<file path="src/rtl/beam_thresh_loader.sv">
// Host-side loader for the beamformer threshold cascade. It keeps a per-beam table for two
// threshold sets, shifts the selected sets out highest beam first, then strobes the commit.
//
// state  | meaning
// IDLE   | waiting for start; host table writes accepted
// SHIFT  | one table read per cycle, beam NBEAMS-1 down to 0, then one drain cycle
// UPDATE | commit strobe on the latched set mask
// DONE   | done_o pulse; start ignored, host writes flagged
module beam_thresh_loader #(
  parameter int NBEAMS      = 48,
  parameter int THRESH_BITS = 18,
  parameter int AW          = $clog2(NBEAMS) + 1
) (
  input  logic                     clk_i,
  input  logic                     rst_i,
  input  logic [AW-1:0]            host_addr_i,
  input  logic [THRESH_BITS-1:0]   host_wdata_i,
  input  logic                     host_we_i,
  input  logic                     start_i,
  input  logic [1:0]               set_mask_i,
  output logic                     busy_o,
  output logic                     done_o,
  output logic                     wr_err_o,
  output logic [2*THRESH_BITS-1:0] thresh_o,
  output logic [1:0]               thresh_wr_o,
  output logic [1:0]               thresh_update_o
);

  localparam int BW = AW - 1;
  localparam int IW = (NBEAMS > 1) ? $clog2(NBEAMS) : 1;

  typedef enum logic [1:0] {IDLE, SHIFT, UPDATE, DONE} state_t;

  state_t                   state;
  logic [IW-1:0]            cnt;
  logic                     drain;
  logic [1:0]               mask_q;

  // Entries are stored inverted so a zero-initialised RAM reads back as all ones.
  logic [2*THRESH_BITS-1:0] tbl [NBEAMS];

  logic                     host_set;
  logic [BW-1:0]            host_beam;
  logic                     host_ok;
  logic [2*THRESH_BITS-1:0] lane_mask;

  assign host_set  = host_addr_i[AW-1];
  assign host_beam = host_addr_i[BW-1:0];
  assign host_ok   = host_we_i && (state == IDLE) && (AW'(host_beam) < AW'(NBEAMS));
  assign lane_mask = {{THRESH_BITS{mask_q[1]}}, {THRESH_BITS{mask_q[0]}}};

  always_ff @(posedge clk_i) begin
    if (host_ok) begin
      if (host_set) tbl[host_beam[IW-1:0]][2*THRESH_BITS-1:THRESH_BITS] <= ~host_wdata_i;
      else          tbl[host_beam[IW-1:0]][THRESH_BITS-1:0]             <= ~host_wdata_i;
    end
  end

  always_ff @(posedge clk_i or posedge rst_i) begin
    if (rst_i) begin
      state           <= IDLE;
      cnt             <= '0;
      drain           <= 1'b0;
      mask_q          <= 2'b00;
      busy_o          <= 1'b0;
      done_o          <= 1'b0;
      wr_err_o        <= 1'b0;
      thresh_o        <= '0;
      thresh_wr_o     <= 2'b00;
      thresh_update_o <= 2'b00;
    end else begin
      done_o <= 1'b0;
      case (state)
        IDLE: begin
          if (start_i && (set_mask_i != 2'b00)) begin
            state    <= SHIFT;
            mask_q   <= set_mask_i;
            cnt      <= IW'(NBEAMS - 1);
            drain    <= 1'b0;
            busy_o   <= 1'b1;
            wr_err_o <= 1'b0;
          end
        end
        SHIFT: begin
          if (!drain) begin
            thresh_o    <= ~tbl[cnt] & lane_mask;
            thresh_wr_o <= mask_q;
            if (cnt == '0) drain <= 1'b1;
            else           cnt   <= cnt - 1'b1;
          end else begin
            thresh_o        <= '0;
            thresh_wr_o     <= 2'b00;
            thresh_update_o <= mask_q;
            state           <= UPDATE;
          end
        end
        UPDATE: begin
          thresh_update_o <= 2'b00;
          busy_o          <= 1'b0;
          done_o          <= 1'b1;
          state           <= DONE;
        end
        DONE: begin
          state <= IDLE;
        end
        default: state <= IDLE;
      endcase
      // Placed after the case so a dropped write beats a same-edge clear.
      if (host_we_i && (state != IDLE)) wr_err_o <= 1'b1;
    end
  end

endmodule

</file>
<file path="config.mk">
export PLATFORM = sky130hd
export DESIGN_NAME = beam_thresh_loader
export DESIGN_NICKNAME = d
export VERILOG_FILES = /design/src/rtl/beam_thresh_loader.sv
export SDC_FILE = /design/constraint.sdc
export NUM_CORES = 2
export LEC_CHECK = 0
export ABC_CLOCK_PERIOD_IN_PS = 3000
export CELL_PAD_IN_SITES_DETAIL_PLACEMENT = 0
export CELL_PAD_IN_SITES_GLOBAL_PLACEMENT = 2
export CORE_UTILIZATION = 50
export DETAILED_ROUTE_END_ITERATION = 12
export HOLD_SLACK_MARGIN = 0.1
export PLACE_DENSITY = 0.86
export SLEW_MARGIN = 20
export SYNTH_ARGS = -nofsm -noshare
export SYNTH_HDL_FRONTEND = slang
export SYNTH_SLANG_ARGS = --single-unit
</file>
<file path="constraint.sdc">
create_clock -name clk_i -period 3 [get_ports clk_i]
set_input_delay 0.75 -clock clk_i [delete_from_list [all_inputs] [get_ports clk_i]]
set_output_delay 0.75 -clock clk_i [all_outputs]
set_load 0.1 [all_outputs]
</file>
# After elaboration in Yosys (flattened, before gate mapping)
# Memory sizes are Yosys's and may differ from the RTL's.
# Index checks and enable logic that the tools add are counted.
[totals]
ff_bits = 54
latch_bits = 0
ram_bits = 1728
romBits = 0
in_bits = 31
out_inout_bits = 43
mem_count = 1
[memory_table]
columns = ["name", "words", "width", "rd", "rd_clocked_by_memory_dff", "wr", "line", "text"]
rows = [
  ["tbl", 48, 36, 1, 0, 1, "40", "logic [2*THRESH_BITS-1:0] tbl [NBEAMS];"],
]
[classes]
n_addsub = 1
multipliers = 0
div = 0
magnitude_cmp = 1
n_eq_ne = 7
n_shift = 0
n_mux = 26
bitwise = 3
reduce_logical = 20
[ops]
columns = ["op", "n"]
rows = [
  ["bitwise AND 36 bit", 1],
  ["two-way mux 36 bit", 1],
  ["NOT 36 bit", 1],
  ["two-way mux 6 bit", 3],
  ["NOT 18 bit", 1],
  ["nonzero test 2 bit", 7],
  ["two-way mux 1 bit", 13],
  ["one-hot mux 6 bit (2 select lines)", 1],
  ["AND reduction 2 bit", 6],
  ["two-way mux 2 bit", 4],
  ["one-hot mux 2 bit (4 select lines)", 1],
  ["zero test 6 bit", 1],
  ["< comparator 6 bit, second input constant", 1],
  ["inequality test 2 bit, second input constant", 3],
  ["subtractor 6 x 1 -> 6 bit, second input constant", 1],
  ["== test 2 bit, second input constant", 2],
  ["logical AND 1 bit", 4],
  ["one-hot mux 1 bit (2 select lines)", 2],
  ["one-hot mux 2 bit (2 select lines)", 1],
  ["AND reduction 4 bit", 1],
  ["== test 2 x 1 -> 1 bit, second input constant", 1],
  ["zero test 2 bit", 1],
  ["inequality test 2 x 1 -> 1 bit, second input constant", 1],
]

# Longest topological paths before layout
[depth]
ltp_word = 5
ltp_mapped = 9
depth_no_buf = 7

# Worst setup path after synthesis
# No wires, ideal clock.
[synth_path]
path_type = "reg2reg"
start = "register state[0]"
end = "memory tbl[42][18] (netlist name) (enable)"
t_arrival_ps = 2371
required_time_ps = 2607
slack_ps = 237
stages_incl_launch_ff = 8
n_path_buf = 1
path_cell_list = "dfrtp_1 -> inv_1 -> ha_1 -> clkbuf_1 -> nand2_1 -> nor3b_1 -> nand3_1 -> nor2_1"
[synth_via]
elab_chain_cells = 5
[synth_lines]
columns = ["element", "line", "text"]
rows = [
  ["from (decl)", "34", "state_t state;"],
  ["from (signal assigned)", "61", "state <= IDLE;"],
  ["from (signal assigned)", "76", "state <= SHIFT;"],
  ["from (signal assigned)", "94", "state <= UPDATE;"],
  ["zero test 2 bit", "49", "assign host_ok = host_we_i && (state == IDLE) && (AW'(host_beam) < AW'(NBEAMS));"],
  ["logical AND 1 bit (2 in series)", "49", ""],
  ["two-way mux 1 bit", "53", "if (host_ok) begin"],
  ["two-way mux 1 bit (implied by the code)", "54", "if (host_set) tbl[host_beam[IW-1:0]][2*THRESH_BITS-1:THRESH_BITS] <= ~host_wdata_i;"],
  ["to (decl)", "40", ""],
]
# Every way passes these cells.

# Final worst setup path
[layout_path]
start = "register cnt[0]"
end = "register thresh_o[31]"
[layout_via]
elab_chain_cells = 4
[layout_lines]
columns = ["element", "line", "text"]
rows = [
  ["from (decl)", "35", "logic [IW-1:0] cnt;"],
  ["from (signal assigned)", "78", "cnt <= IW'(NBEAMS - 1);"],
  ["from (signal assigned)", "89", "else cnt <= cnt - 1'b1;"],
  ["memory (48 x 36 bit)", "-", ""],
  ["NOT 36 bit", "86", "thresh_o <= ~tbl[cnt] & lane_mask;"],
  ["bitwise AND 36 bit", "86", ""],
  ["two-way mux 36 bit", "85", "if (!drain) begin"],
  ["to (signal assigned)", "86", ""],
  ["to (decl)", "24", "output logic [2*THRESH_BITS-1:0] thresh_o,"],
]
# Every way passes these cells.
# A chain may end at the register's enable or synchronous reset.

==> metrics.yaml <==
outcome: "complete, no violations"
nNetsFinal: 3855
clk_latency_ns: 0.79
synth_edf_count: 1728
antenna_found_initial: 11
slowest_stage: "o311ai_0"
drtIter0Drc: 4719
synth_cells: 3426
dieHeight_um: 374
drive_gt1_share_pct: 26.6
ff2ff_setup_slack_ns: 0.14
fmax_mhz: 349
period_share_pct: 95.4
powerDensity_mw_per_mm2: 842
cp_common_cell: "buf_12"
regArea_mm2: 0.0533
cap_violations: 0
drv_slew: 0
mostFrequentLayoutCells: "edfxtp_1 (1728), mux2i_1 (306), mux4_2 (288)"
stdcell_area_mm2: 0.0807
core_area_mm2: 0.137
reg2reg_from: "cnt[0]"
htree_levels: 4
root_buffer: "clkbuf_16"
ys_seq_area_share_pct: 77.1
hold_class: "in -> async"
place_area_mm2: 0.0752
drt-total-wl_um: 177000
syn_avg_cell_area_um2: 20.2
grt_max_degree: 97
overflow: 0
ys_ff_latch: 1782
hold_ws_ns: 0.409
vias: 35800
grt_setup_unrepaired: "false"
p_leak_nw: 28.1
drc: 0
path_cells: "buf_12 > buf_12 > clkinv_2 > buf_12 > nor2_1 > o311ai_0 > a31oi_1"
cts_inserted_buffers: 173
clockBufferDepth: 3
layout_min_cycle_time_ns: 2.86
grt_pass1_vias: 35500
vias_per_cell: 6.22
mostFrequentLayoutCell: "edfxtp_1"
worst-setup-path-type: "reg -> reg"
reg2reg_to: "thresh_o[31]"
cp_max_fo: 35
r2r_cells: 7
cp_slowest_stage_delay_ns: 0.93
yosysWarningCount: 0
multiInputGateArea_mm2: 0.0147
crit_path_end_kind: "register"
grt_use_total_pct: 25.4
synth-main-ff-cell: "edfxtp_1"
die_width_um: 374
cts_tree: "yes"
cts_sinks: 1782
die_area_mm2: 0.140
skew_ns: 0.0267
max_slew_margin_pct: 26.0
gp_congestion: 0.862
io_buffer_count: 73
tightest_slew_ns: 1.10
initial_core_util_pct: 50.3
syn-num-nets: 3463
synthToLayoutAreaGrowth_pct: 16.8
cts.clk_slew.worst_paths_ns: 0.06
ctsResizeCount: 0
ir_drop_mv: 0.514
crit_required_ns: 3.62
post_cts_buffers: 0
hpwl_um: 110000
yosysUniqueCellTypes: 49
fillerInstances: 9687
postCtsHoldBufs: 0
worstPathArrival_ns: 3.48
drtAntennaViolNets: 0
rows: 136
grt_pass1_wl_um: 254000
async_flop_share_pct: 3.03
boundaryPins: 74
finalHoldViolations: 0
routedWlPerCell_um: 30.7
firstDrtPassIters: 5
startpoint_type: "register"
setup_viol: 0
syn_area_mm2: 0.0691
## worst max-delay path by stage
stage | start | end | slack (ns) | cells after the start
floorplan | state[0] | tbl[42][18] | 0.24 | 7
global placement | host_we_i | tbl[8][32] | -0.05 | 7
detailed placement | host_we_i | tbl[10][25] | -0.07 | 7
CTS | cnt[0] | thresh_o[31] | 0.16 | 7
global route | cnt[0] | thresh_o[31] | 0.11 | 7
finish | cnt[0] | thresh_o[31] | 0.14 | 7
## final cells by class
cell class	count	area share [%]
inverters	34	0.186
clock buffers	229	5.79
flip-flops and latches	1782	66.0
diodes	1	0.00310
clock inverters	92	0.912
well taps	1794	2.78
repair buffers	419	6.03
multi-input cells	1408	18.3
## where the power goes
| part | total [mW] | switching [mW] | internal, mW |
|---|---|---|---|
| sequential | 28.2 | 0.570 | 27.6 |
| combinational | 19.0 | 11.3 | 7.66 |
| clock | 20.8 | 9.08 | 11.7 |
## flip-flops by register name, indices dropped and copies added, names as in the netlist, 2 cells and up
| signal | count |
|---|---|
| cnt | 6 |
| thresh_update_o | 2 |
| thresh_o | 36 |
| mask_q | 2 |
| thresh_wr_o | 2 |
| tbl | 1728 |
| state | 2 |
## synth_stat cells, types with 17 or more instances
master / n / area share, %
nor2b_1: 34 / 0.31
mux2_2: 36 / 0.59
a31oi_1: 57 / 0.52
o211ai_1: 30 / 0.33
a22oi_1: 95 / 1.0
buf_4: 41 / 0.45
nor2_1: 216 / 1.2
nand2_1: 67 / 0.36
buf_6: 17 / 0.28
mux4_2: 288 / 9.4
o311ai_0: 27 / 0.34
nand3_1: 20 / 0.14
mux2i_1: 306 / 4.4
buf_2: 53 / 0.38
inv_1: 32 / 0.17
clkbuf_1: 79 / 0.43
a221oi_1: 56 / 0.71
dfrtp_1: 54 / 2.0
a2bb2oi_1: 27 / 0.34
o21ai_0: 75 / 0.54
edfxtp_1: 1728 / 75
## critical path, delay by kind of cell (launching register included)
kind	cells	cell delay, ns
AOI/OAI and AO/OA	2	1.08
DFF	1	0.63
and+or+nand+nor	1	0.07
buffers and inverters	4	0.84
## layer usage
metal	vias up	wire length [um]	share of wire (%)	track usage, %
met3	247	17000	9.6	5.76
met5	-	100	0.057	0
met4	14	3800	2.2	6.30
met2	1847	81800	46	38.5
li1	14900	-	-	-
met1	18800	73900	42	37.6
## logic make-up after synthesis
kind of cell	Yosys count	share of synthesized area (%)
AOI/OAI and AO/OA	405	4.29
and+or+nand+nor	367	2.30
adders and majority gates	6	0.109
muxes	630	14.4
buffers and inverters	236	1.79
DFF	1782	77.1
## stage by stage
stage	setup TNS [ns]	total power [mW]	utilization, %	worst slack [ns]	std cells
floorplan	0	40.5	-	0.237	3426
global placement	-1.78	47.4	54.8	-0.0480	5437
detailed placement	-4.83	47.6	54.8	-0.0705	5437
CTS	0	68.2	58.7	0.156	5758
global route	0	70.0	58.7	0.115	5758
finish	0	67.9	58.7	0.138	5759
Note: power is estimated with default switching activity, not from simulation.
